## config.mk

```make
export PLATFORM = sky130hd
export DESIGN_NAME = sat_run_sequencer
export DESIGN_NICKNAME = d
export VERILOG_FILES = /design/src/rtl/sat_run_sequencer.sv
export SDC_FILE = /design/constraint.sdc
export NUM_CORES = 1
export LEC_CHECK = 0
export ABC_AREA = 1
export ABC_CLOCK_PERIOD_IN_PS = 1800
export CORE_MARGIN = 10
export CORE_UTILIZATION = 48
export DETAILED_ROUTE_END_ITERATION = 10
export MAX_ROUTING_LAYER = met4
export PLACE_DENSITY_LB_ADDON = 0.25
export SYNTH_ARGS = -nofsm -noshare
export SYNTH_HDL_FRONTEND = slang
export SYNTH_SLANG_ARGS = --single-unit
```

## constraint.sdc

```tcl
create_clock -name clk_i -period 1.8 [get_ports clk_i]
set_input_delay 0.18 -clock clk_i [delete_from_list [all_inputs] [get_ports clk_i]]
set_output_delay 0.18 -clock clk_i [all_outputs]
set_load 0.005 [all_outputs]
```

## src/rtl/sat_run_sequencer.sv

```systemverilog
// Top-level run FSM of the SAT solver: sequences table load, variable re-init and
// pipeline rounds, counts flips per try and tries per run, reports SAT / timeout / abort.
module sat_run_sequencer #(
  parameter int PIPELINE_DEPTH = 12,
  parameter int MAX_FLIPS      = 1024,
  parameter int MAX_TRIES      = 16,
  parameter int INIT_CYCLES    = 4,
  localparam int PHASE_W = (PIPELINE_DEPTH > 1) ? $clog2(PIPELINE_DEPTH) : 1,
  localparam int FLIP_W  = $clog2(MAX_FLIPS + 1),
  localparam int TRY_W   = $clog2(MAX_TRIES + 1)
) (
  input  logic               clk_i,
  input  logic               rst_i,
  input  logic               start_i,
  input  logic               abort_i,
  input  logic               load_done_i,
  input  logic               all_sat_i,
  output logic               load_req_o,
  output logic               init_vars_o,
  output logic               pipe_run_o,
  output logic [PHASE_W-1:0] phase_o,
  output logic [FLIP_W-1:0]  flip_count_o,
  output logic [TRY_W-1:0]   try_count_o,
  output logic               busy_o,
  output logic               done_o,
  output logic               sat_o,
  output logic               timeout_o
);

  localparam int INIT_W = (INIT_CYCLES > 1) ? $clog2(INIT_CYCLES) : 1;

  localparam logic [PHASE_W-1:0] PHASE_LAST = PHASE_W'(PIPELINE_DEPTH - 1);
  localparam logic [FLIP_W-1:0]  FLIP_MAX   = FLIP_W'(MAX_FLIPS);
  localparam logic [TRY_W-1:0]   TRY_MAX    = TRY_W'(MAX_TRIES);
  localparam logic [INIT_W-1:0]  INIT_LAST  = INIT_W'(INIT_CYCLES - 1);

  typedef enum logic [2:0] {
    ST_IDLE,
    ST_LOAD,
    ST_INIT,
    ST_RUN,
    ST_DONE
  } state_t;

  state_t              state, state_next;
  logic [PHASE_W-1:0]  phase, phase_next;
  logic [FLIP_W-1:0]   flip, flip_next, flip_inc;
  logic [TRY_W-1:0]    try_cnt, try_next, try_inc;
  logic [INIT_W-1:0]   init_cnt, init_next;
  logic                sat, sat_next;
  logic                timeout, timeout_next;
  logic                round_end;

  always_ff @(posedge clk_i) begin
    if (rst_i) begin
      state    <= ST_IDLE;
      phase    <= '0;
      flip     <= '0;
      try_cnt  <= '0;
      init_cnt <= '0;
      sat      <= 1'b0;
      timeout  <= 1'b0;
    end else begin
      state    <= state_next;
      phase    <= phase_next;
      flip     <= flip_next;
      try_cnt  <= try_next;
      init_cnt <= init_next;
      sat      <= sat_next;
      timeout  <= timeout_next;
    end
  end

  // Priority inside RUN: SAT at round end, then abort, then normal round accounting.
  always_comb begin
    state_next   = state;
    phase_next   = phase;
    flip_next    = flip;
    try_next     = try_cnt;
    init_next    = init_cnt;
    sat_next     = sat;
    timeout_next = timeout;
    flip_inc     = (flip == FLIP_MAX) ? flip : flip + 1'b1;
    try_inc      = (try_cnt == TRY_MAX) ? try_cnt : try_cnt + 1'b1;
    round_end    = (phase == PHASE_LAST);

    unique case (state)
      ST_IDLE, ST_DONE: begin
        if (start_i) begin
          state_next   = ST_LOAD;
          flip_next    = '0;
          try_next     = '0;
          sat_next     = 1'b0;
          timeout_next = 1'b0;
        end
      end

      ST_LOAD: begin
        if (abort_i) begin
          state_next = ST_DONE;
        end else if (load_done_i) begin
          state_next = ST_INIT;
          init_next  = '0;
        end
      end

      ST_INIT: begin
        if (abort_i) begin
          state_next = ST_DONE;
        end else if (init_cnt == INIT_LAST) begin
          state_next = ST_RUN;
          phase_next = '0;
          flip_next  = '0;
          init_next  = '0;
        end else begin
          init_next = init_cnt + 1'b1;
        end
      end

      ST_RUN: begin
        if (round_end && all_sat_i) begin
          state_next = ST_DONE;
          sat_next   = 1'b1;
          flip_next  = flip_inc;
          phase_next = '0;
        end else if (abort_i) begin
          state_next = ST_DONE;
          phase_next = '0;
        end else if (round_end) begin
          phase_next = '0;
          flip_next  = flip_inc;
          // A try ends when its flip budget is spent; flip stays at the cap until INIT exits.
          if (flip_inc == FLIP_MAX) begin
            try_next = try_inc;
            if (try_inc == TRY_MAX) begin
              state_next   = ST_DONE;
              timeout_next = 1'b1;
            end else begin
              state_next = ST_INIT;
              init_next  = '0;
            end
          end
        end else begin
          phase_next = phase + 1'b1;
        end
      end

      default: begin
        state_next = ST_IDLE;
      end
    endcase
  end

  assign load_req_o   = (state == ST_LOAD);
  assign init_vars_o  = (state == ST_INIT);
  assign pipe_run_o   = (state == ST_RUN);
  assign busy_o       = (state != ST_IDLE) && (state != ST_DONE);
  assign done_o       = (state == ST_DONE);
  assign phase_o      = phase;
  assign flip_count_o = flip;
  assign try_count_o  = try_cnt;
  assign sat_o        = sat;
  assign timeout_o    = timeout;

endmodule
```

## After elaboration in Yosys (flattened, before gate mapping)

Index checks and enable logic that the tools add are counted.

- Input bits: 6
- Word-level logic and storage cells: 107
- Output and inout port bits: 27
- Register bits after elaboration: 27

- Reduce and logical (&&, ||, !) cells: 16
- Add/subtract/negate cells: 4
- Equality and inequality tests: 29
- Mux-type cells: 51

Operator list:

| kind | count |
|---|---|
| $mux 11 | 7 |
| $pmux 11 s3 | 1 |
| $mux 3 | 10 |
| $mux 5 | 6 |
| $eq 11x11->1 const B | 2 |
| $mux 4 | 5 |
| $mux 2 | 9 |
| $ne 2x2->1 const B | 7 |
| $pmux 3 s4 | 1 |
| $reduce_and 6->1 | 2 |
| $add 11x1->11 const B | 1 |
| $eq 5x5->1 const B | 2 |
| $ne 2x1->1 const B | 5 |
| $pmux 5 s2 | 1 |
| $reduce_and 9->1 | 1 |
| $reduce_bool 3->1 | 3 |
| $ne 4x2->1 const B | 2 |
| $pmux 4 s2 | 1 |
| $mux 1 | 7 |
| $reduce_and 7->1 | 1 |
| $eq 3x2->1 const B | 2 |
| $ne 3x2->1 const B | 2 |
| $ne 3x3->1 const B | 2 |
| $pmux 2 s3 | 1 |
| other kinds (15) | 19 |

## Longest topological paths before layout

- Word-level depth: 9
- Mapped depth: 16
- Depth with buffers taken out: 16

## Worst setup path before layout

OpenSTA, ideal clock, no wires.

- Path kind: flip-flop to flip-flop
- From: reg flip[0], in the netlist flip_count_o[0]
- To: reg try_cnt[2], in the netlist try_count_o[2]
- Buffers on the path: 0
- Path slack: 42 ps
- Period minus slack after synthesis: 1,758 ps
- Arrival: 1,625 ps
- Stages on the path, launching flop included: 15
- Data required time: 1,668 ps
- Library setup time: 132 ps
- Cell sequence: dfxtp_1 -> ha_1 -> nand2_2 -> nor2_8 -> nand2_1 -> nand2_1 -> nand2_1 -> clkinv_1 -> nand2_1 -> nor2_2 -> nand3_2 -> nand2_4 -> nand2_2 -> nand2_1 -> a21oi_1

- Longest elaborated chain between the ends: 5
- Elaborated cells between the ends (all ways): 6
- Those cells by class: add/sub: 1; eq/ne: 3; mux: 1; reduce/logical: 1

Ends and longest elaborated chain:

| element | line | RTL |
|---|---|---|
| start, declared | 47 | `logic [FLIP_W-1:0] flip, flip_next, flip_inc;` |
| start signal, assigned | 66 | `flip <= flip_next;` |
| $add 11x1->11 / $eq 11x11->1 (equally long branches) | 83 | `flip_inc = (flip == FLIP_MAX) ? flip : flip + 1'b1;` |
| $mux 11 * | 83 |  |
| $eq 11x11->1 * | 133 | `if (flip_inc == FLIP_MAX) begin` |
| $ne 2x1->1 (no line) * | - |  |
| $reduce_and 6->1 (no line) * | - |  |
| end signal, assigned | 67 | `try_cnt <= try_next;` |
| end, declared | 48 | `logic [TRY_W-1:0] try_cnt, try_next, try_inc;` |

Mark *: on every way between the ends. The rest lies on a longest branch, timed or not.
A chain may end at the register's enable or synchronous reset.

## Final worst setup path

- From: reg flip[0], in the netlist flip_count_o[0]
- To: reg try_cnt[3], in the netlist try_count_o[3]

The elaborated chain is that of the path after synthesis.

==> impl_metrics.py <==
metrics = {
    "outcome": {
        "status": "finished, violations left",
        "violations": "setup timing",
    },
    "synthesis": {
        "synth_area_um2": 1940,
        "synth-edff-count": 0,
        "synthFlopType": "dfxtp_1",
        "synth_fp_nets": 323,
        "synth_seq_cells": 27,
        "synthCells": 311,
        "synth.distinct_cells": 28,
        "yosysTopAreaCellShare_pct": 27.9,
        "synth_top_cell_by_area": "dfxtp_1",
        "yosys-top-cells-area": "dfxtp_1 (28%), nand2_1 (15%), nor2_1 (8.1%)",
        "async_flop_share_pct": 0,
        "yosysSeqAreaShare_pct": 27.9,
        "syn_avg_cell_area_um2": 6.24,
        "ys_warn_count": 0,
    },
    "setup_path": {
        "required_ns": 2.01,
        "critPathMostFrequentCell": "nand2_1",
        "worst-setup-path-type": "register to register",
        "crit_start": "flip_count_o[0]",
        "rr_startpoint": "flip_count_o[0]",
        "worst_path_largest_cell_delay_ns": 0.39,
        "crit_arrival_ns": 2.09,
        "critical_path.top_delay_family": "simple AND/OR/NAND/NOR gates",
        "startpoint_type": "register",
        "crit_fanout": 5,
        "path_buf_inv": 1,
        "cp_slowest_cell": "dfxtp_4",
        "worst_setup_path_end_kind": "register",
        "cp_cell_sequence": "inv_2, ha_2, nand2_1, nor2_4, nand2_1, nand2_1, nand2_1, nand2_1, nor2_2, nand3_2, nand2_4, nand4_1, a21oi_1",
    },
    "routing": {
        "vias": 2231,
        "drt_iter0_drc": 188,
        "drc": 0,
        "dr.pass1.iters": 4,
        "avgViaCountPerCell": 5.22,
        "wl_um": 5770,
        "antenna_left": 0,
        "post_drt_wl_per_cell_um": 13.5,
    },
    "placed_design": {
        "gp_congestion": 0.954,
        "place_area_um2": 2510,
        "dp_hpwl_um": 4180,
        "io_buffers": 32,
    },
    "floorplan": {
        "coreArea_um2": 3940,
        "num_rows": 23,
        "die-area_um2": 6980,
        "fp.dieH_um": 83.6,
        "start_util_pct": 49.2,
        "dieWidth_um": 83.6,
        "num_io_pins": 33,
    },
    "clock_tree": {
        "cts_root_buf": "clkbuf_8",
        "holdBufCountCts": 0,
        "h-tree-depth": 1,
        "max-clock-path-buffers": 2,
        "tritoncts": "yes",
        "cts.sinks": 27,
        "numCtsBuffers": 3,
        "clk_latency_ns": 0.28,
        "path_clk_slew_ns": 0.10,
    },
    "grt": {
        "overflow": 0,
        "grt_max_degree": 20,
        "grt_antenna_before_repair": 0,
        "grt_pass1_vias": 1970,
        "grt_use_total_pct": 15.3,
        "grt_pass1_wl_um": 9100,
    },
    "pwr": {
        "p_per_area_nw_per_um2": 888,
        "totalPowerFinal_mw": 2.52,
        "leakagePower_nw": 1.34,
        "vdd_drop_max_uv": 679,
    },
    "cells_and_area": {
        "diodes": 0,
        "layout_common_cells": "nand2_1 (68), inv_1 (34), nor2_1 (34)",
        "area_growth_pct": 46.4,
        "layout_commonest_cell": "nand2_1",
        "stdcell_area_um2": 2840,
        "drive_gt1_share_pct": 33.2,
        "layout.nets": 390,
        "fillers": 322,
    },
    "worst_hold_path": {
        "hold_start": "timeout_o",
        "hold_path_class": "register to register",
    },
    "timing": {
        "clock_skew_ns": 0.00539,
        "setup_ws_ns": -0.0846,
        "slew_headroom_pct": 74.2,
        "fin_crit_ns": 1.88,
        "period_share_pct": 105,
        "worst_pin_slew_ns": 0.387,
        "hold_violations": 0,
        "fmax_mhz": 531,
        "finalSetupViolCount": 10,
        "drv_slew": 0,
        "rsz0062_at_grt": "yes",
    },
    "run": {
        "drv_cap": 0,
    },
}
## cell type report
class	count	area, um2	share of cell area, %
well taps	50	62.6	2.20
clock buffers	3	41.3	1.45
clock inverters	1	5.00	0.176
inverters	46	175	6.17
multi-input cells	234	1390	49.0
flip-flops and latches	27	569	20.1
repair buffers	66	596	21.0
## metrics by stage
step	hold slack [ns]	cells	setup WS, ns	TNS [ns]	util (%)
6_report	0.453	427	-0.0846	-0.451	72.0
5_1_grt	0.476	427	-0.196	-1.69	72.0
4_1_cts	0.453	420	0.00272	0	65.7
3_5_place_dp	0.439	415	-0.0923	-0.314	63.8
3_3_place_gp	0.438	415	-0.0699	-0.168	63.8
2_1_floorplan	0.373	311	0.0425	0	-
## registers in the layout, summed over array words and instances, names as in the netlist
signal        count
flip_count_o     11
try_count_o       5
sat_o             1
phase_o           4
init_cnt          2
timeout_o         1
state             3
## worst register-to-register path: cells and delay by family, from the launching register on
family / cells / cell delay, ns
buffers and inverters: 1 / 0.05
adders and majority gates: 1 / 0.18
DFF: 1 / 0.39
AOI/OAI and AO/OA: 1 / 0.17
and+or+nand+nor: 10 / 1.01
## per-layer routing
metal  vias up  wire, um  GRT usage [%]
li1       1124         -              -
met1      1036      2610           19.6
met2        62      2800           23.6
met3         9       287           3.03
met4         0        80           4.26
met5         -         0              -
## synthesized netlist by cell type, types with 3 or more instances
cell / count
nand2_1: 80
nor2_1: 42
inv_1: 38
nand3_1: 30
dfxtp_1: 27
a21oi_1: 24
nand4_1: 11
inv_2: 7
nor2_2: 7
ha_1: 6
o21ai_0: 6
nand2_2: 5
xor2_1: 5
nand3_2: 4
buf_2: 3
## repair_timing
action / in CTS / in global routing
pin swaps: 3 / 19
setup buffers: 1 / 6
gates resized for setup: 13 / 62
cloned: 0 / 1
endpoints found under the setup margin: 15 / 25
## path summary, 6_finish.rpt
| check | end | slack [ns] | cells past startpoint |
|---|---|---|---|
| min reg2reg | timeout_o | 0.45 | 2 |
| min | timeout_o | 0.45 | 2 |
| max reg2reg | try_count_o[3] | -0.08 | 13 |
| max | try_count_o[3] | -0.08 | 13 |
## cell families after synthesis
family | Yosys count | synth area share (%)
adder cells (fa/ha/maj) | 6 | 3.87
flip-flops | 27 | 27.9
AND/OR/NAND/NOR | 186 | 45.0
buffers and inverters | 51 | 10.1
AO/OA/AOI/OAI | 34 | 10.0
XOR/XNOR | 7 | 3.16
## power by group
| part | switching, mW | internal (mW) | total, mW |
|---|---|---|---|
| registers | 0.0694 | 0.667 | 0.736 |
| logic | 0.815 | 0.600 | 1.42 |
| clock network | 0.212 | 0.156 | 0.368 |
| total | 1.10 | 1.42 | 2.52 |
(Power assumes the default switching activity.)
